[src/rtl/decoder_stage_riscv.sv]
// Buffered RV32I decode stage: decodes fetched instr/pc into the control
// bundle and queues it (DEPTH entries) for execute. Ports: clk_i, rst_ni,
// flush_i, in_valid_i/in_ready_o, instr_i, pc_i, out_valid_o/out_ready_i,
// instr_o, pc_o, head control bundle, occupancy_o.
// Optional: `define DECODER_ZICSR_EN enables Zicsr CSR instructions.
module decoder_stage_riscv #(
  parameter int DEPTH = 2,
  parameter int PC_W  = 32
) (
  input  logic                     clk_i,
  input  logic                     rst_ni,
  input  logic                     flush_i,
  input  logic                     in_valid_i,
  output logic                     in_ready_o,
  input  logic [31:0]              instr_i,
  input  logic [PC_W-1:0]          pc_i,
  output logic                     out_valid_o,
  input  logic                     out_ready_i,
  output logic [31:0]              instr_o,
  output logic [PC_W-1:0]          pc_o,
  output logic [1:0]               a_sel_o,
  output logic [2:0]               b_sel_o,
  output logic [4:0]               alu_op_o,
  output logic [2:0]               csr_op_o,
  output logic                     csr_we_o,
  output logic                     mem_req_o,
  output logic                     mem_we_o,
  output logic [2:0]               mem_size_o,
  output logic                     gpr_we_o,
  output logic [1:0]               wb_sel_o,
  output logic                     illegal_instr_o,
  output logic                     branch_o,
  output logic                     jal_o,
  output logic                     jalr_o,
  output logic                     mret_o,
  output logic [$clog2(DEPTH):0]   occupancy_o
);

  localparam int AW = $clog2(DEPTH);
  localparam int CW = AW + 1;
  localparam logic [CW-1:0] FULL = CW'(DEPTH);

  localparam logic [4:0] ALU_ADD  = 5'd0;
  localparam logic [4:0] ALU_SUB  = 5'd1;
  localparam logic [4:0] ALU_XOR  = 5'd2;
  localparam logic [4:0] ALU_OR   = 5'd3;
  localparam logic [4:0] ALU_AND  = 5'd4;
  localparam logic [4:0] ALU_SRA  = 5'd5;
  localparam logic [4:0] ALU_SRL  = 5'd6;
  localparam logic [4:0] ALU_SLL  = 5'd7;
  localparam logic [4:0] ALU_LT   = 5'd8;
  localparam logic [4:0] ALU_LTU  = 5'd9;
  localparam logic [4:0] ALU_GE   = 5'd10;
  localparam logic [4:0] ALU_GEU  = 5'd11;
  localparam logic [4:0] ALU_EQ   = 5'd12;
  localparam logic [4:0] ALU_NE   = 5'd13;
  localparam logic [4:0] ALU_SLTS = 5'd14;
  localparam logic [4:0] ALU_SLTU = 5'd15;

  localparam logic [6:0] OPC_OP     = 7'b0110011;
  localparam logic [6:0] OPC_OP_IMM = 7'b0010011;
  localparam logic [6:0] OPC_LOAD   = 7'b0000011;
  localparam logic [6:0] OPC_STORE  = 7'b0100011;
  localparam logic [6:0] OPC_LUI    = 7'b0110111;
  localparam logic [6:0] OPC_AUIPC  = 7'b0010111;
  localparam logic [6:0] OPC_BRANCH = 7'b1100011;
  localparam logic [6:0] OPC_JAL    = 7'b1101111;
  localparam logic [6:0] OPC_JALR   = 7'b1100111;
  localparam logic [6:0] OPC_MISC   = 7'b0001111;
  localparam logic [6:0] OPC_SYSTEM = 7'b1110011;

  localparam logic [31:0] MRET = 32'h30200073;

  typedef struct packed {
    logic [1:0] a_sel;
    logic [2:0] b_sel;
    logic [4:0] alu_op;
    logic [2:0] csr_op;
    logic       csr_we;
    logic       mem_req;
    logic       mem_we;
    logic [2:0] mem_size;
    logic       gpr_we;
    logic [1:0] wb_sel;
    logic       illegal;
    logic       branch;
    logic       jal;
    logic       jalr;
    logic       mret;
  } ctrl_t;

  typedef struct packed {
    ctrl_t             ctrl;
    logic [31:0]       instr;
    logic [PC_W-1:0]   pc;
  } entry_t;

  logic [6:0] opc;
  logic [2:0] f3;
  logic [6:0] f7;
  ctrl_t      dec;
  logic       ill;

  assign opc = instr_i[6:0];
  assign f3  = instr_i[14:12];
  assign f7  = instr_i[31:25];

  always_comb begin
    dec        = '0;
    dec.alu_op = ALU_ADD;
    ill        = 1'b0;
    unique case (1'b1)
      opc == OPC_OP: begin
        dec.gpr_we = 1'b1;
        unique case ({f7, f3})
          10'b0000000_000: dec.alu_op = ALU_ADD;
          10'b0100000_000: dec.alu_op = ALU_SUB;
          10'b0000000_100: dec.alu_op = ALU_XOR;
          10'b0000000_110: dec.alu_op = ALU_OR;
          10'b0000000_111: dec.alu_op = ALU_AND;
          10'b0000000_001: dec.alu_op = ALU_SLL;
          10'b0000000_101: dec.alu_op = ALU_SRL;
          10'b0100000_101: dec.alu_op = ALU_SRA;
          10'b0000000_010: dec.alu_op = ALU_SLTS;
          10'b0000000_011: dec.alu_op = ALU_SLTU;
          default:         ill = 1'b1;
        endcase
      end
      opc == OPC_OP_IMM: begin
        dec.b_sel  = 3'd1;
        dec.gpr_we = 1'b1;
        unique case (f3)
          3'b000: dec.alu_op = ALU_ADD;
          3'b100: dec.alu_op = ALU_XOR;
          3'b110: dec.alu_op = ALU_OR;
          3'b111: dec.alu_op = ALU_AND;
          3'b010: dec.alu_op = ALU_SLTS;
          3'b011: dec.alu_op = ALU_SLTU;
          3'b001: begin
            dec.alu_op = ALU_SLL;
            ill = (f7 != 7'b0000000);
          end
          default: begin
            unique case (f7)
              7'b0000000: dec.alu_op = ALU_SRL;
              7'b0100000: dec.alu_op = ALU_SRA;
              default:    ill = 1'b1;
            endcase
          end
        endcase
      end
      opc == OPC_LOAD: begin
        dec.b_sel    = 3'd1;
        dec.mem_req  = 1'b1;
        dec.gpr_we   = 1'b1;
        dec.wb_sel   = 2'd1;
        dec.mem_size = f3;
        ill = (f3 == 3'b011) || (f3[2:1] == 2'b11);
      end
      opc == OPC_STORE: begin
        dec.b_sel    = 3'd3;
        dec.mem_req  = 1'b1;
        dec.mem_we   = 1'b1;
        dec.mem_size = f3;
        ill = f3[2] || (f3 == 3'b011);
      end
      opc == OPC_LUI: begin
        dec.a_sel  = 2'd2;
        dec.b_sel  = 3'd2;
        dec.gpr_we = 1'b1;
      end
      opc == OPC_AUIPC: begin
        dec.a_sel  = 2'd1;
        dec.b_sel  = 3'd2;
        dec.gpr_we = 1'b1;
      end
      opc == OPC_BRANCH: begin
        dec.branch = 1'b1;
        unique case (f3)
          3'b000:  dec.alu_op = ALU_EQ;
          3'b001:  dec.alu_op = ALU_NE;
          3'b100:  dec.alu_op = ALU_LT;
          3'b101:  dec.alu_op = ALU_GE;
          3'b110:  dec.alu_op = ALU_LTU;
          3'b111:  dec.alu_op = ALU_GEU;
          default: ill = 1'b1;
        endcase
      end
      opc == OPC_JAL: begin
        dec.a_sel  = 2'd1;
        dec.b_sel  = 3'd4;
        dec.jal    = 1'b1;
        dec.gpr_we = 1'b1;
      end
      opc == OPC_JALR: begin
        dec.a_sel  = 2'd1;
        dec.b_sel  = 3'd4;
        dec.jalr   = 1'b1;
        dec.gpr_we = 1'b1;
        ill = (f3 != 3'b000);
      end
      opc == OPC_MISC: begin
        ill = (f3 != 3'b000);
      end
      opc == OPC_SYSTEM: begin
        if (instr_i == MRET) begin
          dec.mret = 1'b1;
        end else begin
`ifdef DECODER_ZICSR_EN
          if (f3 == 3'b000 || f3 == 3'b100) begin
            ill = 1'b1;
          end else begin
            dec.csr_we = 1'b1;
            dec.csr_op = f3;
            dec.gpr_we = 1'b1;
            dec.wb_sel = 2'd2;
          end
`else
          ill = 1'b1;
`endif
        end
      end
      default: ill = 1'b1;
    endcase
    if (instr_i[1:0] != 2'b11) ill = 1'b1;
    // Illegal entries still flow in order so execute can trap precisely
    if (ill) begin
      dec.illegal = 1'b1;
      dec.gpr_we  = 1'b0;
      dec.mem_req = 1'b0;
      dec.mem_we  = 1'b0;
      dec.csr_we  = 1'b0;
      dec.branch  = 1'b0;
      dec.jal     = 1'b0;
      dec.jalr    = 1'b0;
      dec.mret    = 1'b0;
    end
  end

  entry_t          mem [DEPTH];
  logic [AW-1:0]   wptr;
  logic [AW-1:0]   rptr;
  logic [CW-1:0]   count;
  logic            push;
  logic            pop;
  entry_t          head;

  assign in_ready_o  = (count < FULL);
  assign out_valid_o = (count != '0);
  assign push = in_valid_i & in_ready_o & ~flush_i;
  assign pop  = out_valid_o & out_ready_i & ~flush_i;

  // DEPTH is a power of two, so pointers wrap by natural overflow
  always_ff @(posedge clk_i or negedge rst_ni) begin
    if (!rst_ni) begin
      wptr  <= '0;
      rptr  <= '0;
      count <= '0;
    end else if (flush_i) begin
      wptr  <= '0;
      rptr  <= '0;
      count <= '0;
    end else begin
      if (push) wptr <= wptr + 1'b1;
      if (pop)  rptr <= rptr + 1'b1;
      if (push && !pop) count <= count + 1'b1;
      else if (pop && !push) count <= count - 1'b1;
    end
  end

  // Storage needs no reset: reads are masked while empty
  always_ff @(posedge clk_i) begin
    if (push) mem[wptr] <= '{ctrl: dec, instr: instr_i, pc: pc_i};
  end

  assign head = out_valid_o ? mem[rptr] : '0;

  assign occupancy_o     = count;
  assign instr_o         = head.instr;
  assign pc_o            = head.pc;
  assign a_sel_o         = head.ctrl.a_sel;
  assign b_sel_o         = head.ctrl.b_sel;
  assign alu_op_o        = head.ctrl.alu_op;
  assign mem_req_o       = head.ctrl.mem_req;
  assign mem_we_o        = head.ctrl.mem_we;
  assign mem_size_o      = head.ctrl.mem_size;
  assign gpr_we_o        = head.ctrl.gpr_we;
  assign wb_sel_o        = head.ctrl.wb_sel;
  assign illegal_instr_o = head.ctrl.illegal;
  assign branch_o        = head.ctrl.branch;
  assign jal_o           = head.ctrl.jal;
  assign jalr_o          = head.ctrl.jalr;
  assign mret_o          = head.ctrl.mret;

`ifdef DECODER_ZICSR_EN
  assign csr_op_o = head.ctrl.csr_op;
  assign csr_we_o = head.ctrl.csr_we;
`else
  logic unused_csr;
  assign unused_csr = ^{head.ctrl.csr_op, head.ctrl.csr_we};
  assign csr_op_o = 3'b000;
  assign csr_we_o = 1'b0;
`endif

endmodule

[config.mk]
export PLATFORM = sky130hd
export DESIGN_NAME = decoder_stage_riscv
export DESIGN_NICKNAME = d
export VERILOG_FILES = /design/src/rtl/decoder_stage_riscv.sv
export SDC_FILE = /design/constraint.sdc
export NUM_CORES = 1
export LEC_CHECK = 0
export CORE_MARGIN = 4
export CORE_UTILIZATION = 25
export DETAILED_ROUTE_END_ITERATION = 10
export PLACE_DENSITY_LB_ADDON = 0.08
export REMOVE_ABC_BUFFERS = 1
export SLEW_MARGIN = 0
export SYNTH_ARGS = -nofsm -noshare
export SYNTH_HDL_FRONTEND = slang
export SYNTH_SLANG_ARGS = --single-unit
[constraint.sdc]
create_clock -name clk_i -period 6.87 [get_ports clk_i]
set_input_delay 1.374 -clock clk_i [delete_from_list [all_inputs] [get_ports clk_i]]
set_output_delay 1.374 -clock clk_i [all_outputs]
set_load 0.05 [all_outputs]
After elaboration in Yosys (flattened, before gate mapping):

Memory sizes are Yosys's and may differ from the RTL's.
Cells that the tools add are included.

* RAM bits: 172
* output and inout bits: 95
* register bits after elaboration: 4
* word-level logic and storage cells: 109
* memories: 1
* input port bits: 69

Memory list
* mem: words 2, bits a word 86, read ports 1, clocked after memory_dff 0, wr ports 1, line 240 `entry_t mem [DEPTH];`

* $add $sub $neg: 4
* bitwise logic cells: 5
* muxes and demuxes: 37
* $lt $le $gt $ge: 1
* equal/unequal tests: 31
* reduce and logical (&&, ||, !) cells: 27

Operator list (count)
* 91-bit two-way mux: 1
* 10-bit by 3-bit equality test with 1-bit output, second input constant: 4
* 4-bit one-hot mux with 9 select lines: 1
* 32-bit by 30-bit equality test with 1-bit output, second input constant: 1
* 7-bit by 6-bit equality test with 1-bit output, second input constant: 4
* 7-bit equality test, second input constant: 4
* 4-bit one-hot mux with 7 select lines: 1
* 4-bit one-hot mux with 6 select lines: 1
* 1-bit two-way mux: 21
* 10-bit by 2-bit equality test with 1-bit output, second input constant: 2
* 10-bit by 9-bit equality test with 1-bit output, second input constant: 2
* 5-bit one-hot mux with 3 select lines: 1
* 7-bit by 5-bit equality test with 1-bit output, second input constant: 2
* 3-bit equality test, second input constant: 4
* 3-bit one-hot mux with 4 select lines: 1
* 2-bit OR reduction: 6
* 6-bit OR reduction: 2
* 10-bit by 1-bit equality test with 1-bit output, second input constant: 1
* 10-bit zero test: 1
* 10-bit OR reduction: 1
* 2-bit two-way mux: 4
* 1-bit one-hot mux with 8 select lines: 1
* 7-bit by 2-bit equality test with 1-bit output, second input constant: 1
* 7-bit by 4-bit equality test with 1-bit output, second input constant: 1
* 25 further kinds: 37

Depth between registers and ports, before layout:

* word-level depth: 8
* mapped depth: 6
* gate-level depth less buffers: 5

Worst setup path before layout:

Ideal clock, no wire load.

* path type: input to register
* start: input in_valid_i
* end: memory mem[1][0] in the netlist's numbering, enable pin
* slack: -1462 ps
* setup time: 650 ps
* data required time: 6220 ps
* buffers on the path: 0
* cell stages on the path: 2
* data arrival time: 7682 ps
* path through: nand2_1 > nor3b_1

* longest elaborated chain between the ends: 4

Ends and longest elaborated chain
* start, declared: line 13 `input logic in_valid_i,`
* 1-bit AND (2 in series): line 250 `assign push = in_valid_i & in_ready_o & ~flush_i;`
* 1-bit two-way mux: line 273 `if (push) mem[wptr] <= '{ctrl: dec, instr: instr_i, pc: pc_i};`
* 1-bit two-way mux (implied by the code): line 273
* end, declared: line 240

No other way between the ends.

Worst setup path after layout:

* start: register count[1] (netlist: occupancy_o[1])
* end: output pc_o[30]

* longest elaborated chain between the ends: 2

Ends and longest elaborated chain
* start, declared: line 243 `logic [CW-1:0] count;`
* start signal, assigned: line 266 `if (push && !pop) count <= count + 1'b1;`
* start signal, assigned: line 267 `else if (pop && !push) count <= count - 1'b1;`
* 2-bit nonzero test: line 249 `assign out_valid_o = (count != '0);`
* 91-bit two-way mux: line 276 `assign head = out_valid_o ? mem[rptr] : '0;`
* end, declared: line 20 `output logic [PC_W-1:0] pc_o,`

No other way between the ends.

==> results.yml <==
status:
  status: "completed"
sta:
  finalSetupViolCount: 0
  max_freq_ghz: 0.2151
  drv_slew: 0
  fin_crit_sh: 0.6767
  clock_skew_ps: 10.16
  hold_viol_final: 0
  tightest_slew_ps: 1122
  hold_slack_ps: 595.5
  final.setup.tns_ps: 0
  fin_crit_ps: 4649
  rsz0062_at_grt: "no"
  slew_headroom: 0.2517
floorplan:
  initial_core_util: 0.2548
  coreArea_um2: 28940
  die_x_um: 179.7
  ios: 164
  num_rows: 62
  die_h_um: 179.7
  die_area_um2: 32300
clocking:
  clk_pin_slew_ps: 70
  ctsResizeCount: 0
  root_buffer: "clkbuf_16"
  clockBufferDepth: 2
  cts.hold.buffers_added: 0
  cts.sinks: 174
  clkLatencyLatePin_ps: 420
  h-tree-depth: 4
  numCtsBuffers: 17
  cts_tree: "yes"
  cts_setup_buffers: 0
logic_synthesis:
  synth_warnings: 0
  ys_seq_area_frac: 0.7059
  synth.area.top_cells: "edfxtp_1 69%, mux2i_1 12%, nor2_1 5.3%"
  syn_inst: 511
  synth_top_area_frac: 0.6923
  synth_ff_type: "edfxtp_1"
  synth_top_cell_by_area: "edfxtp_1"
  syn-cell-area_um2: 7373
  synth-edff-count: 170
  yosysUniqueCellTypes: 54
  ys_ff_latch: 174
  synthArstFlopShare: 0.02299
  synth.avg_cell_area_um2: 14.43
final_layout:
  layout-drive-gt1-share: 0.07364
  area_delta_synth_final_pct: 34.84
  final_nets: 735
worst_setup_path:
  startpoint_type: "register"
  cp.required_ps: 5500
  worstPathArrival_ps: 3270
  r2r_start: "occupancy_o[1]"
  path_cells: "nor2_4, buf_4, nor2_1, clkdlybuf4s50_1"
  end_kind: "output port"
  slowest_stage: "nor2_4"
  worstPathMaxFanout: 45
  slowest_delay_ps: 850
  crit_buf_inv: 2
  cp_top_family: "buffers and inverters"
  worstSetupPathType: "reg -> out"
  crit_start: "occupancy_o[1]"
flow_run:
  drv_cap: 0
grt:
  grt_usage: 0.1135
  grt_pass1_wl_um: 28730
  grt_pass1_vias: 4929
  antenna_found_initial: 0
  grt_overflow_total: 0
  grt_max_degree: 63
power_and_ir_drop:
  peakVddDrop_v: 0.0001158
  power.switching_mw: 0.7635
  power.internal_mw: 1.921
  power.density_nw_per_um2: 270.0
  leakagePower_nw: 3.173
  combPwrFrac: 0.184
  clkPwrFrac: 0.362
  p_seq_frac: 0.455
  switching_share: 0.2844
detailed_routing:
  vias: 4649
  first_iter_violations: 209
  drc: 0
  drt_pre_antenna_iters: 4
  drtAntennaViolNets: 0
  wl_per_cell_um: 17.62
  totalWireLength_um: 18750
  vias_per_cell: 4.369
placed_design:
  portBuffers: 157
  dp_hpwl_um: 12180
  gp_congestion: 0.7302
hold_path:
  hold_start: "wptr"
  hp-class: "reg -> reg"
## sequential cells by signal (all words and copies together), names as in the netlist
| signal | count |
|---|---|
| occupancy_o | 2 |
| mem | 170 |
| rptr | 1 |
| wptr | 1 |
## path summary, 6_finish.rpt
path / endpoint / slack [ps] / cells after the start
worst max-delay path: pc_o[30] / 2220 / 4
worst min-delay path: wptr / 600 / 2
worst max register to register: mem[1][41] / 4410 / 5
worst min register to register: wptr / 600 / 2
max in group asynchronous: rptr / 5520 / 1
min in group asynchronous: occupancy_o[1] / 1150 / 1
## placed cells by master (no fill, tap or decap), types with 4 or more instances in the layout
cell type and n:
nand3_1 4, clkbuf_16 17, a21oi_1 6, buf_4 7
nand2_1 15, nand2b_1 4, nor2_1 104, nor3_1 8
conb_1 6, edfxtp_1 170, clkdlybuf4s50_1 157, mux2i_1 86
inv_1 6, inv_6 5, nor2b_1 4, o21ai_0 9
nor4_1 5
## stage by stage
stage	cell area (um2)	cells	setup WS, ps	util	power [mW]
finish	9942	1064	2221	0.3436	2.684
global route	9940	1063	1903	0.3435	2.798
CTS	9940	1063	2042	0.3435	2.735
detailed placement	9354	1031	2518	0.3233	1.747
global placement	9354	1031	2628	0.3233	1.743
floorplan	7228	483	-1462	-	1.563
## cell families after synthesis
family,count (synthesis),synth area share
and+or+nand+nor,173,0.1132
buffers and inverters,39,0.02528
AOI/OAI and AO/OA,34,0.03360
DFF,174,0.7059
other,1,0.0005086
xor gates and xnor gates,4,0.004752
muxes,86,0.1167
## layout make-up
cell class,instances,area (um2)
Antenna cell,1,2.502
Clock inverter,14,156.4
Multi-Input combinational cell,303,2018
Clock buffer,18,429.2
Sequential cell,174,5209
Inverter,6,22.52
Fill cell,2809,18990
Timing Repair Buffer,164,1624
Tap cell,384,480.5
## power by group through the flow
stage                     combinational, mW  clock [mW]  sequential [mW]
after global routing                  0.524        1.05             1.22
after detailed placement              0.502           0             1.24
after CTS                             0.504        1.01             1.22
after global placement                0.500           0             1.24
final                                 0.493       0.970             1.22
after floorplan                       0.292           0             1.27
## synth_stat cells, types with 2 or more instances
cell,instances
a21oi_1,6
or3_1,3
nor4_1,5
nor3b_1,4
xnor2_1,3
clkbuf_1,10
o21ai_0,9
nand3b_1,3
inv_1,6
nor3_1,9
o211ai_1,3
nand2_1,15
nand3_1,4
buf_2,14
nor2b_1,4
buf_4,6
dfrtp_1,4
nor2_1,105
mux2i_1,86
edfxtp_1,170
o221ai_1,2
nand4_1,2
buf_1,3
nand2b_1,4
and2_1,2
## routing by layer
metal | share of wire | vias up | track usage
li1 | - | 2193 | -
met4 | 0.0062 | 0 | 0.02438
met3 | 0.048 | 5 | 0.03294
met5 | 0 | - | 0
met2 | 0.47 | 138 | 0.1834
met1 | 0.47 | 2313 | 0.1527
## worst register-to-register path: stages (launching register included)
cell and delay [ps]:
dfrtp_1 470, inv_1 120, nand2_1 100, nor3b_2 190, buf_4 350, buf_4 810
Note: power is estimated with default switching activity, not from simulation.
